## config.mk

```make
export PLATFORM = sky130hd
export DESIGN_NAME = onehot_enc16_flat
export DESIGN_NICKNAME = d
export VERILOG_FILES = /design/src/rtl/onehot_pkg.sv /design/src/rtl/onehot_enc16_if.sv /design/src/rtl/onehot_enc_core.sv /design/src/rtl/onehot_enc16.sv /design/src/flat_wrapper.sv
export SDC_FILE = /design/constraint.sdc
export NUM_CORES = 1
export LEC_CHECK = 0
export CAP_MARGIN = 20
export CORE_UTILIZATION = 45
export CTS_BUF_LIST = sky130_fd_sc_hd__clkbuf_8
export DETAILED_ROUTE_END_ITERATION = 8
export PLACE_DENSITY = 0.78
export SYNTH_ARGS = -nofsm -noshare
export SYNTH_HDL_FRONTEND = slang
export SYNTH_SLANG_ARGS = --single-unit
```

## constraint.sdc

```tcl
create_clock -name clk -period 1.98 [get_ports clk]
set_input_delay 0.594 -clock clk [delete_from_list [all_inputs] [get_ports clk]]
set_output_delay 0.594 -clock clk [all_outputs]
set_load 0.05 [all_outputs]
```

## src/rtl/onehot_pkg.sv

```systemverilog
// Shared types for the 16-to-4 one-hot encoder: code and word types, buffer entry.
// Multi-hot detection feeds the ONEHOT_STRICT_EN build of the encoder core.
package onehot_pkg;

  localparam int N = 4;
  localparam int W = 1 << N;

  typedef logic signed [N-1:0] code_t;
  typedef logic [W-1:0]        onehot_t;

  typedef struct packed {
    code_t code;
    logic  err;
  } enc_t;

  // Clearing the lowest set bit leaves something only when two or more bits were set.
  function automatic logic multi_hot(input onehot_t d);
    return (d & (d - onehot_t'(1))) != onehot_t'(0);
  endfunction

endpackage

```

## src/rtl/onehot_enc16_if.sv

```systemverilog
// Handshake bus of onehot_enc16: word input side, result output side, error counter.
interface onehot_enc16_if #(
  parameter int N     = 4,
  parameter int CNT_W = 8
);

  logic                  in_valid;
  logic                  in_ready;
  logic [(1<<N)-1:0]     D;
  logic                  out_valid;
  logic                  out_ready;
  logic signed [N-1:0]   S;
  logic                  err;
  logic [CNT_W-1:0]      err_cnt;

  modport master (
    output in_valid, D, out_ready,
    input  in_ready, out_valid, S, err, err_cnt
  );

  modport slave (
    input  in_valid, D, out_ready,
    output in_ready, out_valid, S, err, err_cnt
  );

endinterface

```

## src/rtl/onehot_enc_core.sv

```systemverilog
// Combinational one-hot to signed code encoder; the highest set bit wins.
// ONEHOT_STRICT_EN makes multi-hot words erroneous as well as the all-zero word.
module onehot_enc_core
  import onehot_pkg::*;
(
  input  onehot_t i_d,
  output enc_t    o_enc
);

  code_t w_code;
  logic  w_err;

  // Priority encode from bit 0 upward so the highest set bit overwrites lower ones.
  always_comb begin
    w_code = code_t'(0);
    for (int i = 0; i < W; i++) begin
      w_code = i_d[i] ? code_t'(i) : w_code;
    end
`ifdef ONEHOT_STRICT_EN
    w_err = (i_d == onehot_t'(0)) || multi_hot(i_d);
`else
    w_err = (i_d == onehot_t'(0));
`endif
  end

  assign o_enc = '{code: w_code, err: w_err};

endmodule

```

## src/rtl/onehot_enc16.sv

```systemverilog
// Registered 16-to-4 one-hot encoder with a 2-entry result buffer and a saturating
// malformed-word counter. ONEHOT_STRICT_EN selects strict multi-hot error reporting.
module onehot_enc16
  import onehot_pkg::*;
#(
  parameter int N     = 4,
  parameter int CNT_W = 8
) (
  input  logic           clk,
  input  logic           rst,
  onehot_enc16_if.slave  bus
);

  if (N != onehot_pkg::N) begin : g_bad_n
    $error("onehot_enc16: N must match onehot_pkg::N");
  end

  enc_t             w_enc;
  logic             w_push;
  logic             w_pop;
  enc_t             w_slot0_nxt;
  enc_t             w_slot1_nxt;
  logic [1:0]       w_count_nxt;
  logic [CNT_W-1:0] w_err_cnt_nxt;

  enc_t             r_slot0;
  enc_t             r_slot1;
  logic [1:0]       r_count;
  logic             r_in_ready;
  logic             r_out_valid;
  logic [CNT_W-1:0] r_err_cnt;

  onehot_enc_core u_core (
    .i_d   (bus.D),
    .o_enc (w_enc)
  );

  assign w_push = bus.in_valid && r_in_ready;
  assign w_pop  = r_out_valid && bus.out_ready;

  // Slot 0 is always the head, so the outputs come straight from a register.
  always_comb begin
    w_slot0_nxt   = r_slot0;
    w_slot1_nxt   = r_slot1;
    w_count_nxt   = r_count;
    w_err_cnt_nxt = r_err_cnt;
    case ({w_push, w_pop})
      2'b10: begin
        if (r_count == 2'd0) begin
          w_slot0_nxt = w_enc;
        end else begin
          w_slot1_nxt = w_enc;
        end
        w_count_nxt = r_count + 2'd1;
      end
      2'b01: begin
        w_slot0_nxt = r_slot1;
        w_count_nxt = r_count - 2'd1;
      end
      // Push implies count<2 and pop implies count>0, so count is 1 here.
      2'b11: begin
        w_slot0_nxt = w_enc;
      end
      default: begin
        w_count_nxt = r_count;
      end
    endcase
    if (w_push && w_enc.err && (r_err_cnt != {CNT_W{1'b1}})) begin
      w_err_cnt_nxt = r_err_cnt + CNT_W'(1);
    end else begin
      w_err_cnt_nxt = r_err_cnt;
    end
  end

  // Buffer, handshake flags and error counter state.
  always_ff @(posedge clk or posedge rst) begin
    if (rst) begin
      r_slot0     <= '{code: code_t'(0), err: 1'b0};
      r_slot1     <= '{code: code_t'(0), err: 1'b0};
      r_count     <= 2'd0;
      r_in_ready  <= 1'b1;
      r_out_valid <= 1'b0;
      r_err_cnt   <= {CNT_W{1'b0}};
    end else begin
      r_slot0     <= w_slot0_nxt;
      r_slot1     <= w_slot1_nxt;
      r_count     <= w_count_nxt;
      r_in_ready  <= (w_count_nxt < 2'd2);
      r_out_valid <= (w_count_nxt > 2'd0);
      r_err_cnt   <= w_err_cnt_nxt;
    end
  end

  assign bus.in_ready  = r_in_ready;
  assign bus.out_valid = r_out_valid;
  assign bus.S         = r_slot0.code;
  assign bus.err       = r_slot0.err;
  assign bus.err_cnt   = r_err_cnt;

endmodule

```

## src/flat_wrapper.sv

```systemverilog
// flat-port wrapper written by rule: the top's interface ports become plain ports
module onehot_enc16_flat import onehot_pkg::*;
#(
  parameter int N     = 4,
  parameter int CNT_W = 8
)
  (clk, rst, bus_in_valid, bus_D, bus_out_ready, bus_in_ready, bus_out_valid, bus_S, bus_err, bus_err_cnt);
  onehot_enc16_if #(.N(N), .CNT_W(CNT_W)) bus_i ();
  input  logic clk;
  input  logic rst;
  input wire logic [$bits(bus_i.in_valid)-1:0] bus_in_valid;
  input wire logic [$bits(bus_i.D)-1:0] bus_D;
  input wire logic [$bits(bus_i.out_ready)-1:0] bus_out_ready;
  output wire logic [$bits(bus_i.in_ready)-1:0] bus_in_ready;
  output wire logic [$bits(bus_i.out_valid)-1:0] bus_out_valid;
  output wire logic [$bits(bus_i.S)-1:0] bus_S;
  output wire logic [$bits(bus_i.err)-1:0] bus_err;
  output wire logic [$bits(bus_i.err_cnt)-1:0] bus_err_cnt;
  assign bus_i.in_valid = bus_in_valid;
  assign bus_i.D = bus_D;
  assign bus_i.out_ready = bus_out_ready;
  assign bus_in_ready = bus_i.in_ready;
  assign bus_out_valid = bus_i.out_valid;
  assign bus_S = bus_i.S;
  assign bus_err = bus_i.err;
  assign bus_err_cnt = bus_i.err_cnt;
  onehot_enc16 #(.N(N), .CNT_W(CNT_W)) u_core (.clk(clk), .rst(rst), .bus(bus_i));
endmodule
```

==> flow_metrics.py, run 1 <==
metrics = {
    "sta": {
        "whs_ns": 0.4862,
        "max_slew_margin_pct": 69.72,
        "maxSlewViolCount": 0,
        "grt_setup_unrepaired": "true",
        "period_share_pct": 98.39,
        "max_slew.worst_pin.slew_ns": 0.4427,
        "fin_skew_ns": 0.004851,
        "setup_tns_ns": 0,
        "fin_crit_ns": 1.948,
        "fmax_mhz": 513.3,
        "setup-violations-final": 0,
        "setup_ws_ns": 0.03182,
        "hold_viol": 0,
    },
    "floorplanning": {
        "coreArea_sq_um": 2477,
        "core.rowCount": 18,
        "pin_count": 35,
        "die-area_sq_um": 2851,
        "die_y_microns": 53.40,
        "start_util_pct": 47.98,
        "die_w_microns": 53.40,
    },
    "cts": {
        "htree_levels": 1,
        "root_buffer": "clkbuf_8",
        "postCtsHoldBufs": 0,
        "numCtsBuffers": 3,
        "clk_pin_slew_ns": 0.08,
        "clock_latency_ns": 0.26,
        "cts_buffer_depth": 2,
        "clock-sinks": 22,
        "cts_tree": "done",
    },
    "cells_and_area": {
        "final_layout_size_suffix_gt1_share_pct": 40.33,
        "fin_area_sq_um": 1792,
        "utilization_pct": 72.32,
        "n_antenna_cell": 0,
        "fin_cells": 211,
        "nets": 206,
        "fillers": 197,
        "seq_area_sq_um": 551.8,
        "area_growth_pct": 50.74,
        "multi_input_area_sq_um": 646.9,
    },
    "placement": {
        "place_inst": 203,
        "dp_slack_ns": -0.6668,
        "dpl_cell_area_sq_um": 1700,
        "dp_hpwl_mm": 2.344,
        "io_buffers": 34,
        "gp_congestion": 0.8017,
    },
    "detailed_routing": {
        "wl_per_cell_microns": 13.98,
        "ant_nets": 0,
        "dr.pass1.iters": 4,
        "totalWireLength_mm": 2.950,
        "drc": 0,
        "via_per_inst": 5.308,
        "first_iter_violations": 24,
        "vias": 1120,
    },
    "pwr": {
        "pwr_density_cell_nw_per_um2": 981.8,
        "p_leak_nw": 0.8715,
        "vdd_drop_max_v": 0.001054,
        "total_power_mw": 1.759,
    },
    "min_path": {
        "hold_path_class": "register to register",
    },
    "global_route": {
        "grt_pass1_wl_mm": 4.636,
        "antenna_found_initial": 0,
        "grt_max_degree": 23,
        "grt-ovfl-total": 0,
        "grt_usage_pct": 23.19,
        "first_global_vias": 1142,
    },
    "run_status": {
        "outcome": "completed",
    },
    "logic_synthesis": {
        "syn-num-nets": 145,
        "synth_warnings": 0,
        "async_reset_ff_share_pct": 100.0,
        "yosysUniqueCellTypes": 36,
        "synthCells": 121,
        "synth.yosys.seq_area_share_pct": 46.42,
        "syn_area_sq_um": 1189,
        "synth_seq_cells": 22,
        "synth-edff-count": 0,
        "ys.flop_type": "dfrtp_1",
        "avgSynthCellArea_sq_um": 9.823,
    },
    "worst_setup_path": {
        "worstSetupStartpointType": "input pin",
        "path_cells": "buf_8 -> nor4_4 -> nand4_2 -> or3_4 -> or3_4 -> xnor2_2",
        "crit_top_cell": "or3_4",
        "slowest_delay_ns": 0.41,
        "cp_max_fo": 3,
        "cpMaxStageDelayCell": "or3_4",
        "cp.required_ns": 2.13,
        "end_kind": "register",
        "criticalPathCategory": "input pin to register",
        "critPathArrivalTime_ns": 2.10,
    },
    "job": {
        "maxCapViolCount": 0,
    },
}
[worst max-delay path: cells and delay by family]
family                    cells  cell delay, ns
xor gates and xnor gates      1            0.14
buffers and inverters         1            0.10
and+or+nand+nor               4            1.27
[synth_stat cells (all sizes together), types with 2 or more instances]
cell type  count  share of area (%)
nand4          2                1.6
inv            9                2.8
o21ai         10                4.2
nand3          3                1.3
nor4           6                6.2
ha             4                4.2
nand2b         2                1.1
nor3           3                1.3
nor2           7                2.2
or3            3                2.4
xnor2          6                5.1
a21oi          7                2.9
nand2         15                4.7
clkbuf         3               0.95
o31ai          2                1.3
dfrtp         21                 44
nor2b          2                1.1
xor2           4                2.9
[final timing paths]
kind,start,to,slack (ns),cells past startpoint
setup / recovery,bus_D[13],u_core.bus.err_cnt[5],0.03,6
hold / removal,u_core.r_slot1[4],u_core.r_slot1[4],0.49,2
setup reg to reg,u_core.bus.err_cnt[0],u_core.bus.err_cnt[5],0.13,6
hold reg to reg,u_core.r_slot1[4],u_core.r_slot1[4],0.49,2
max in group asynchronous,rst,u_core.bus.in_ready,1.03,3
min in group asynchronous,rst,u_core.bus.err_cnt[7],0.67,3
[routing by layer]
layer | global-route usage, % | part of all wire, % | up-vias
li1 | - | - | 540
met4 | 14.47 | 2.4 | 0
met3 | 2.011 | 4.2 | 7
met2 | 45.42 | 54 | 41
met5 | 0 | 0 | -
met1 | 22.59 | 39 | 532
[final cells by class]
type	count	area share, %
multi-input cells	87	36.10
flip-flops and latches	22	30.80
repair buffers	59	26.61
clock buffers	3	2.304
well taps	30	2.095
inverters	9	1.885
clock inverters	1	0.2095
[logic make-up (layout without fill, tap and decap cells)]
kind of cell	count (synthesis)	in the layout	synth area share [%]
fa+ha+maj	4	4	4.211
mux	1	1	0.9473
simple gates	47	47	24.11
xor+xnor	10	10	8.000
compound gates	25	25	12.53
flops	22	22	46.42
buf+inv	12	72	3.789
[what timing repair did]
action	4_1_cts	5_1_grt
buffers inserted	1	3
pin swaps	9	9
setup endpoints to repair	11	10
gates resized for setup	62	18
[power breakdown]
part / switching, mW / total (mW) / internal, mW
clock: 0.143 / 0.281 / 0.138
combinational: 0.493 / 0.807 / 0.314
sequential: 0.0843 / 0.671 / 0.587
[state kept, by name, summed over array words and instances (netlist names)]
name	cells
u_core.bus.S	4
u_core.bus.err	1
u_core.bus.err_cnt	8
u_core.bus.in_ready	1
u_core.bus.out_valid	1
u_core.r_count	2
u_core.r_slot1	5
[placed cells by master, fill, tap and decap left out, drive strengths merged, types with 3 or more instances in the layout]
cell type	synthesis	layout
nor4	6	6
buf	0	53
xor2	4	4
inv	9	10
xnor2	6	6
nand2	15	15
clkbuf	3	4
a21oi	7	7
o21ai	10	10
or3	3	3
nor3	3	3
ha	4	4
nor2	7	7
nand3	3	3
dfrtp	21	21
Power figures use the tool's default switching activity.
==> run 2: changes to the inputs <==
--- a/config.mk
+++ b/config.mk
@@ -6,10 +6,10 @@
 export NUM_CORES = 1
 export LEC_CHECK = 0
 export CAP_MARGIN = 20
-export CORE_UTILIZATION = 45
+export CORE_UTILIZATION = 52
 export CTS_BUF_LIST = sky130_fd_sc_hd__clkbuf_8
 export DETAILED_ROUTE_END_ITERATION = 8
-export PLACE_DENSITY = 0.78
+export PLACE_DENSITY = 0.88
 export SYNTH_ARGS = -nofsm -noshare
 export SYNTH_HDL_FRONTEND = slang
 export SYNTH_SLANG_ARGS = --single-unit
==> constraint.sdc (replaced) <==
create_clock -name clk -period 2.3 [get_ports clk]
set_input_delay 0.69 -clock clk [delete_from_list [all_inputs] [get_ports clk]]
set_output_delay 0.69 -clock clk [all_outputs]
set_load 0.05 [all_outputs]
==> run 2 against run 1 <==
Compared with the run above: setup slack worse by 0.024 ns; global-route usage increased by 13 points; wire length is 46% higher; largest cell class unchanged; highest routed layer unchanged.
==> flow_metrics.py, run 2 (synthesis results as in run 1) <==
metrics = {
    "worst_setup_path": {
        "crit_start": "bus_D[0]",
        "crit_cells": 9,
        "slowest_delay_ns": 0.30,
        "criticalPathCategory": "input pin to register",
        "critPathArrivalTime_ns": 2.47,
        "worstSetupStartpointType": "input pin",
        "end_kind": "register",
        "crit_top_cell": "buf_4",
        "rr_worst_depth": 6,
        "path_cells": "dlygate4sd2_1 -> nor4_4 -> nand4_2 -> buf_4 -> buf_4 -> nor3_1 -> buf_4 -> nand4_1 -> xnor2_1",
        "cp.required_ns": 2.48,
        "reg2reg_from": "u_core.bus.err_cnt[0]",
        "cpMaxStageDelayCell": "nor4_4",
        "cp_max_fo": 3,
        "crit_family": "simple AND/OR/NAND/NOR gates",
        "worstPathBufferInverterCount": 4,
    },
    "min_path": {
        "hold_path_class": "register to register",
        "whs_path_depth": 1,
        "min-delay-start": "u_core.r_count[1]",
    },
    "global_route": {
        "first_global_vias": 1268,
        "grt_usage_pct": 36.12,
        "grt-ovfl-total": 0,
        "grt_pass1_wl_mm": 6.417,
        "antenna_found_initial": 0,
        "grt_max_degree": 23,
    },
    "pwr": {
        "seq_power_share_pct": 34.8,
        "pwr-share-clk_pct": 21.6,
        "p_comb_share_pct": 43.6,
        "swShare_pct": 39.73,
        "intPower_mw": 0.9994,
        "p_switching_mw": 0.6588,
        "p_leak_nw": 0.9035,
        "vdd_drop_max_v": 0.001065,
        "pwr_density_cell_nw_per_um2": 886.5,
    },
    "cells_and_area": {
        "largest_reg_flops": 8,
        "nets": 210,
        "area_growth_pct": 57.37,
        "final_layout_size_suffix_gt1_share_pct": 26.49,
        "layout_common_cells": "buf_4 (30), dfrtp_1 (21), clkdlybuf4s50_1 (16)",
        "n_antenna_cell": 0,
        "layout_commonest_cell": "buf_4",
    },
    "sta": {
        "whs_ns": 0.4955,
        "setup_tns_ns": 0,
        "fin_crit_ns": 2.292,
        "fmax_mhz": 436.3,
        "hold_viol": 0,
        "max_slew.worst_pin.slew_ns": 0.5130,
        "max_slew_margin_pct": 65.70,
        "period_share_pct": 99.66,
        "fin_skew_ns": 0.004839,
        "setup-violations-final": 0,
        "maxSlewViolCount": 0,
    },
    "cts": {
        "postCtsHoldBufs": 0,
        "cts_tree": "done",
        "htree_levels": 1,
        "clock_latency_ns": 0.27,
        "root_buffer": "clkbuf_8",
        "numCtsBuffers": 3,
        "clock-sinks": 22,
        "clk_pin_slew_ns": 0.08,
        "cts_buffer_depth": 2,
    },
    "placement": {
        "dp_hpwl_mm": 2.658,
        "gp_congestion": 0.8932,
        "io_buffers": 34,
    },
    "floorplanning": {
        "core.rowCount": 16,
        "die_w_microns": 49.81,
        "start_util_pct": 57.65,
        "coreArea_sq_um": 2062,
        "pin_count": 35,
        "die_y_microns": 49.81,
        "die-area_sq_um": 2481,
    },
    "detailed_routing": {
        "wl_per_cell_microns": 20.36,
        "drc": 0,
        "vias": 1259,
        "dr.pass1.iters": 4,
        "ant_nets": 0,
        "totalWireLength_mm": 4.316,
        "first_iter_violations": 36,
        "via_per_inst": 5.939,
    },
    "job": {
        "maxCapViolCount": 0,
    },
    "run_status": {
        "outcome": "completed",
    },
}
-- run 2: cell types whose count changed in the layout (fill, tap and decap cells not counted), sizes merged, moves of 2 or more --
cell | previous run | this run
clkdlybuf4s15 | 2 | 4
dlygate4sd2 | 0 | 6
buf | 53 | 30
clkdlybuf4s50 | 2 | 16
dlymetal6s2s | 1 | 4
clkbuf | 4 | 6
-- run 2: per-stage QoR --
stage / util, % / instances / total power [mW] / setup WS (ns) / instance area, sq um
5_1_grt: 90.72 / 212 / 1.719 / -0.08633 / 1871
4_1_cts: 89.81 / 210 / 1.640 / 0.006429 / 1852
3_5_place_dp: 84.22 / 204 / 1.268 / -0.5195 / 1737
6_report: 90.72 / 212 / 1.658 / 0.007778 / 1871
2_1_floorplan: - / 121 / 0.9838 / 0.06389 / 1189
3_3_place_gp: 84.22 / 204 / 1.219 / -0.4254 / 1737
-- run 2: routing by layer --
layer  global-route usage (%)  share of wire, %  routed length, microns  up-vias
met5                        0                 0                       0        -
met4                    15.71               5.8                     251        0
met3                    9.259               6.4                     277       23
met2                    65.99                51                    2180       75
met1                    38.60                37                    1607      613
li1                         -                 -                       -      548
-- run 2: worst register-to-register path, stage by stage (launching register included) --
cell and delay (ns):
dfrtp_1 0.43, ha_1 0.26, nand2_1 0.11, nor3_1 0.08
or3_4 0.39, or3_4 0.39, xnor2_2 0.13
-- run 2: power by group through the flow --
stage	logic [mW]	registers (mW)	clock network [mW]
finish	0.723	0.577	0.358
global route	0.755	0.585	0.380
floorplan	0.237	0.747	0
CTS	0.707	0.571	0.361
detailed placement	0.695	0.574	0
global placement	0.654	0.565	0
-- run 2: final cells by class --
| cell class | count | area, sq um |
|---|---|---|
| tap | 27 | 33.78 |
| timing repair buffer | 63 | 543.0 |
| inverter | 9 | 33.78 |
| clock buffer | 3 | 41.29 |
| clock inverter | 1 | 30.03 |
| sequential | 22 | 551.8 |
| fill | 81 | 191.4 |
| multi-input combinational | 87 | 636.9 |
-- run 2: worst paths after layout --
kind                       slack (ns)                    end
min in group asynchronous        0.76      u_core.r_slot1[3]
max in group asynchronous        1.27    u_core.bus.in_ready
min                              0.50    u_core.bus.in_ready
min reg2reg                      0.50    u_core.bus.in_ready
max                             0.008  u_core.bus.err_cnt[4]
max reg2reg                      0.38  u_core.bus.err_cnt[5]
-- run 2: repair_timing --
| item | in CTS | in global routing |
|---|---|---|
| buffers inserted | 2 | 3 |
| endpoints found under the setup margin | 9 | 8 |
| pin swaps | 7 | 8 |
| resized for setup | 20 | 14 |
| cloned | 0 | 0 |
